File: src/rtl/uart_tx_fifo.sv
// CPU-bus-facing byte FIFO that feeds a UART transmitter, with a DATA and a STATUS register.
// Define UART_TX_FIFO_BLOCKING_EN to stall DATA writes on a full FIFO instead of dropping them.
module uart_tx_fifo #(
    parameter int unsigned DEPTH = 16
) (
    input  logic        clk,
    input  logic        reset,
    input  logic        bus_valid,
    input  logic        bus_addr,
    input  logic [3:0]  bus_wstrb,
    input  logic [31:0] bus_wdata,
    output logic        bus_ready,
    output logic [31:0] bus_rdata,
    output logic [7:0]  tx_data,
    output logic        tx_data_valid,
    input  logic        tx_data_ready
);

    localparam int unsigned AW = (DEPTH > 1) ? $clog2(DEPTH) : 1;
    localparam int unsigned LW = AW + 1;
    localparam logic [LW-1:0] FULL_LEVEL = LW'(DEPTH);

    logic [7:0]    mem [DEPTH];
    logic [AW-1:0] wr_ptr;
    logic [AW-1:0] rd_ptr;
    logic [AW-1:0] wr_ptr_next;
    logic [AW-1:0] rd_ptr_next;
    logic [LW-1:0] level;
    logic [LW-1:0] level_next;
    logic          overflow;
    logic          overflow_next;
    logic          req;
    logic          is_read;
    logic          push_req;
    logic          full;
    logic          pop;
    logic          accept;
    logic          push;
    logic          ovf_set;
    logic          ovf_clr;
    logic [7:0]    head_next;
    logic [31:0]   status_word;
    logic [31:0]   rdata_next;
    logic          unused_wdata;

    assign unused_wdata = ^{bus_wdata[31:8], bus_wdata[1:0]};

    // Request decode, FIFO bookkeeping and next head-of-queue byte
    always_comb begin
        req      = bus_valid & ~bus_ready;
        is_read  = (bus_wstrb == 4'd0);
        push_req = ~bus_addr & bus_wstrb[0];
        full     = (level == FULL_LEVEL);
        pop      = tx_data_valid & tx_data_ready;
`ifdef UART_TX_FIFO_BLOCKING_EN
        accept   = req & ~(push_req & full & ~pop);
        push     = accept & push_req;
        ovf_set  = 1'b0;
`else
        accept   = req;
        push     = accept & push_req & (~full | pop);
        ovf_set  = accept & push_req & full & ~pop;
`endif
        ovf_clr  = accept & bus_addr & bus_wstrb[0] & bus_wdata[2];

        level_next    = level + LW'(push) - LW'(pop);
        wr_ptr_next   = push ? wr_ptr + AW'(1) : wr_ptr;
        rd_ptr_next   = pop ? rd_ptr + AW'(1) : rd_ptr;
        overflow_next = (overflow | ovf_set) & ~ovf_clr;

        // The byte being written becomes the head only when the queue is otherwise empty
        if (push && (wr_ptr == rd_ptr_next)) begin
            head_next = bus_wdata[7:0];
        end else begin
            head_next = mem[rd_ptr_next];
        end

        status_word = {16'd0, 8'(level), 5'd0, overflow, full, (level == '0)};
        rdata_next  = 32'd0;
        if (accept && is_read && bus_addr) begin
            rdata_next = status_word;
        end
    end

    always_ff @(posedge clk or posedge reset) begin
        if (reset) begin
            wr_ptr        <= '0;
            rd_ptr        <= '0;
            level         <= '0;
            overflow      <= 1'b0;
            bus_ready     <= 1'b0;
            bus_rdata     <= 32'd0;
            tx_data_valid <= 1'b0;
            tx_data       <= 8'd0;
        end else begin
            wr_ptr        <= wr_ptr_next;
            rd_ptr        <= rd_ptr_next;
            level         <= level_next;
            overflow      <= overflow_next;
            bus_ready     <= accept;
            bus_rdata     <= rdata_next;
            tx_data_valid <= (level_next != '0);
            tx_data       <= (level_next != '0) ? head_next : 8'd0;
        end
    end

    // Storage is not reset; only the pointers define which entries are live
    always_ff @(posedge clk) begin
        if (push) begin
            mem[wr_ptr] <= bus_wdata[7:0];
        end
    end

endmodule

File: config.mk
export PLATFORM = sky130hd
export DESIGN_NAME = uart_tx_fifo
export DESIGN_NICKNAME = d
export VERILOG_FILES = /design/src/rtl/uart_tx_fifo.sv
export SDC_FILE = /design/constraint.sdc
export NUM_CORES = 1
export LEC_CHECK = 0
export ABC_AREA = 1
export CORE_MARGIN = 2
export CORE_UTILIZATION = 35
export CTS_BUF_LIST = sky130_fd_sc_hd__clkbuf_16
export DETAILED_ROUTE_END_ITERATION = 12
export GPL_TIMING_DRIVEN = 0
export SYNTH_ARGS = -nofsm -noshare
export SYNTH_HDL_FRONTEND = slang
export SYNTH_SLANG_ARGS = --single-unit
File: constraint.sdc
create_clock -name clk -period 2.6 [get_ports clk]
set_clock_uncertainty 0.1 [all_clocks]
set_input_delay 0.26 -clock clk [delete_from_list [all_inputs] [get_ports clk]]
set_output_delay 0.26 -clock clk [all_outputs]
set_load 0.01 [all_outputs]
==> metrics.csv, run 1 <==
metric;value;unit
status;finished with violations;
failing checks;setup timing;
Worst-Margin Slew;0.930;ns
Mapped Cells;629;
hpwl dp;12.0;mm
Hold Vio Cnt, Final;0;
drt wl/cell;18.1;um
f_max;380;MHz
library cells used by synthesis;30;
final setup margin;-0.0302;ns
vias in the first global route;4732;
syn_area_per_cell;11.3;um^2
CP Max Fanout;4;
largest net degree at the start of global routing;33;
GR Overflow Total;0;
DR DRC count;0;
final cell count without fillers;1003;
Worst EP arrival;2.86;ns
GPL Wtd Cong;0.836;
fin crit share;1.01;
max_slew headroom;0.378;
placed insts;956;
FP Rows;52;
DR vias;5000;
Startpoint Class;flip-flop;
initial core utilization;0.353;
share of synthesized flip-flops with an asynchronous set or reset;0.200;
number of synthesized flops with an enable pin;128;
Main synth FF type;edfxtp_1;
Storage cell area;4650;um^2
Mapped Area;7080;um^2
number of H-tree levels;4;
All-Layer GR Usage;0.173;
DR top layer;met4;
total core area;20000;um^2
1st-iter DRT viols;480;
Max rail drop VDD;0.759;mV
Die Y;146;um
most frequent cells in the layout;189 x nand3_1, 128 x edfxtp_1, 104 x nand2_1;
most common cell after layout, fill and taps aside;nand3_1;
RSZ-0062 raised after global routing;yes;
worst skew pair latency;0.44;ns
first-pass GRT wire length;27.4;mm
layout cells sized above 1;0.188;
# setup viols final;8;
initial antenna violation count;0;
Die Span X;146;um
Num CTS Buffers;17;
die area;21400;um^2
number of synthesized register bits;160;
multi-input combinational cell area;2170;um^2
Seq/Total Area, Yosys;0.656;
Root Driver;clkbuf_16;
Fillers;1902;
PortBufs;34;
Ant. Diodes;0;
DRT Wirelength;18.1;mm
Crit Path Category;flip-flop to flip-flop;
Synth Warn #;0;
Area growth syn-to-layout;22.2;%
Crit. End Element;flip-flop;
WHS;0.292;ns
Worst Path Required;2.83;ns
met3 routed WL;1.64;mm
setup TNS;-0.151;ns
CTS Buffer Depth;2;
Leak Pwr;0.00343;uW
NumNets Final;773;
Final ANT Viol Nets;0;
M1 WL;7.64;mm
worst hold path class;primary input to flip-flop;
max_cap viols;0;
Slew Limit Fails;0;
Final Critical Period;2.63;ns
clock-pin slew on the worst setup and hold paths;0.07;ns
vias per cell;4.99;
CTS tree;done;
Pre-Repair DR Iteration Count;5;
pwr dens;1160;nW/um^2
CTS sink count;160;
met2 wire length;8.50;mm
I/O pin count;83;
==> layout make-up <==
class                           count  share of cell area
Buffer                             53              0.0395
Clock inverter                     15              0.0163
Timing Repair Buffer               48              0.0532
Clock buffer                       17              0.0491
Inverter                           37              0.0160
Multi-Input combinational cell    403               0.250
Tap cell                          270              0.0390
Sequential cell                   160               0.537
==> critical path, cell delays in order (launching register included) <==
cell and delay, ns:
dfrtp_1 0.41, nor2_4 0.14, nand3_4 0.11, nor2_8 0.12
inv_2 0.04, ha_4 0.25, inv_2 0.04, ha_4 0.15
fa_2 0.36, a21oi_2 0.13, o21bai_1 0.10, xor2_1 0.16
buf_4 0.16, nand3_2 0.11, nand2_1 0.11, a21oi_2 0.03
==> worst paths after layout <==
path / startpoint / end / slack [ns] / depth (start not counted)
max reg2reg: bus_ready / tx_data[6] / -0.03 / 15
min: bus_valid / bus_ready / 0.29 / 3
min reg2reg: bus_ready / bus_ready / 0.39 / 1
min in group asynchronous: reset / tx_data[7] / 0.50 / 3
max: bus_ready / tx_data[6] / -0.03 / 15
max in group asynchronous: reset / tx_data_valid / 1.49 / 4
==> Yosys cell counts (2+ instances only) <==
| cell type | instances | area, um^2 |
|---|---|---|
| nand3_1 | 190 | 951 |
| edfxtp_1 | 128 | 3840 |
| nand2_1 | 110 | 413 |
| dfrtp_1 | 32 | 801 |
| inv_1 | 32 | 120 |
| buf_4 | 29 | 218 |
| nor2_1 | 24 | 90.1 |
| buf_2 | 15 | 75.1 |
| ha_1 | 11 | 138 |
| a21oi_2 | 8 | 70.1 |
| clkbuf_1 | 7 | 26.3 |
| xor2_1 | 7 | 61.3 |
| inv_2 | 5 | 18.8 |
| nand2_2 | 5 | 31.3 |
| nand3_2 | 3 | 30.0 |
| nand4_1 | 3 | 18.8 |
| nor3_1 | 3 | 15.0 |
| a21oi_1 | 2 | 10.0 |
| buf_6 | 2 | 22.5 |
| nor2_2 | 2 | 12.5 |
| nor2_8 | 2 | 40.0 |
==> registers in the layout (all words and copies together), names as in the netlist <==
register       count
bus_rdata          8
bus_ready          1
level              5
mem              128
overflow           1
rd_ptr             4
tx_data            8
tx_data_valid      1
wr_ptr             4
==> kinds of logic after synthesis <==
kind of cell,Yosys count,synth area share
other,1,0.000530
adder cells (fa/ha/maj),12,0.0223
buffers and inverters,90,0.0678
AO/OA/AOI/OAI,15,0.0163
flip-flops,160,0.656
XOR/XNOR,7,0.00866
AND/OR/NAND/NOR,344,0.229
==> timing repair <==
item | 4_1_cts | 5_1_grt
hold endpoints to repair | 0 | 7
buffers inserted | 8 | 4
resized for setup | 9 | 3
setup endpoints to repair | 9 | 9
pin swaps | 2 | 1
hold buffers | 0 | 1
cloned | 1 | 0
==> power breakdown <==
group | leakage, uW | internal, uW | total [uW] | switching, uW
Clock | 0.000272 | 1270 | 2430 | 1160
Combinational | 0.00162 | 1540 | 4490 | 2950
Sequential | 0.00154 | 3010 | 3160 | 152
==> per-stage QoR <==
stage          power, uW   util  instance area [um^2]  setup WS (ns)
2_1_floorplan       5970      -                  7230        0.00281
3_3_place_gp        7290  0.395                  7910         -0.640
3_5_place_dp        7330  0.395                  7910         -0.670
4_1_cts            10000  0.429                  8590        -0.0372
5_1_grt            10700  0.432                  8660         -0.188
6_report           10100  0.432                  8660        -0.0302
==> layer usage <==
| metal | vias up | GRT usage |
|---|---|---|
| met2 | 226 | 0.272 |
| met4 | 0 | 0.0626 |
| li1 | 2331 | - |
| met5 | - | 0 |
| met1 | 2419 | 0.229 |
| met3 | 24 | 0.0494 |
(Power assumes the default switching activity.)
==> inputs of run 2 (changes only) <==
--- a/config.mk
+++ b/config.mk
@@ -10,6 +10,7 @@
 export CORE_UTILIZATION = 35
 export CTS_BUF_LIST = sky130_fd_sc_hd__clkbuf_16
 export DETAILED_ROUTE_END_ITERATION = 12
+export GPL_ROUTABILITY_DRIVEN = 0
 export GPL_TIMING_DRIVEN = 0
 export SYNTH_ARGS = -nofsm -noshare
 export SYNTH_HDL_FRONTEND = slang
==> results of run 2 <==
No change in the layout: final DEF, timing and power equal those of run 1.
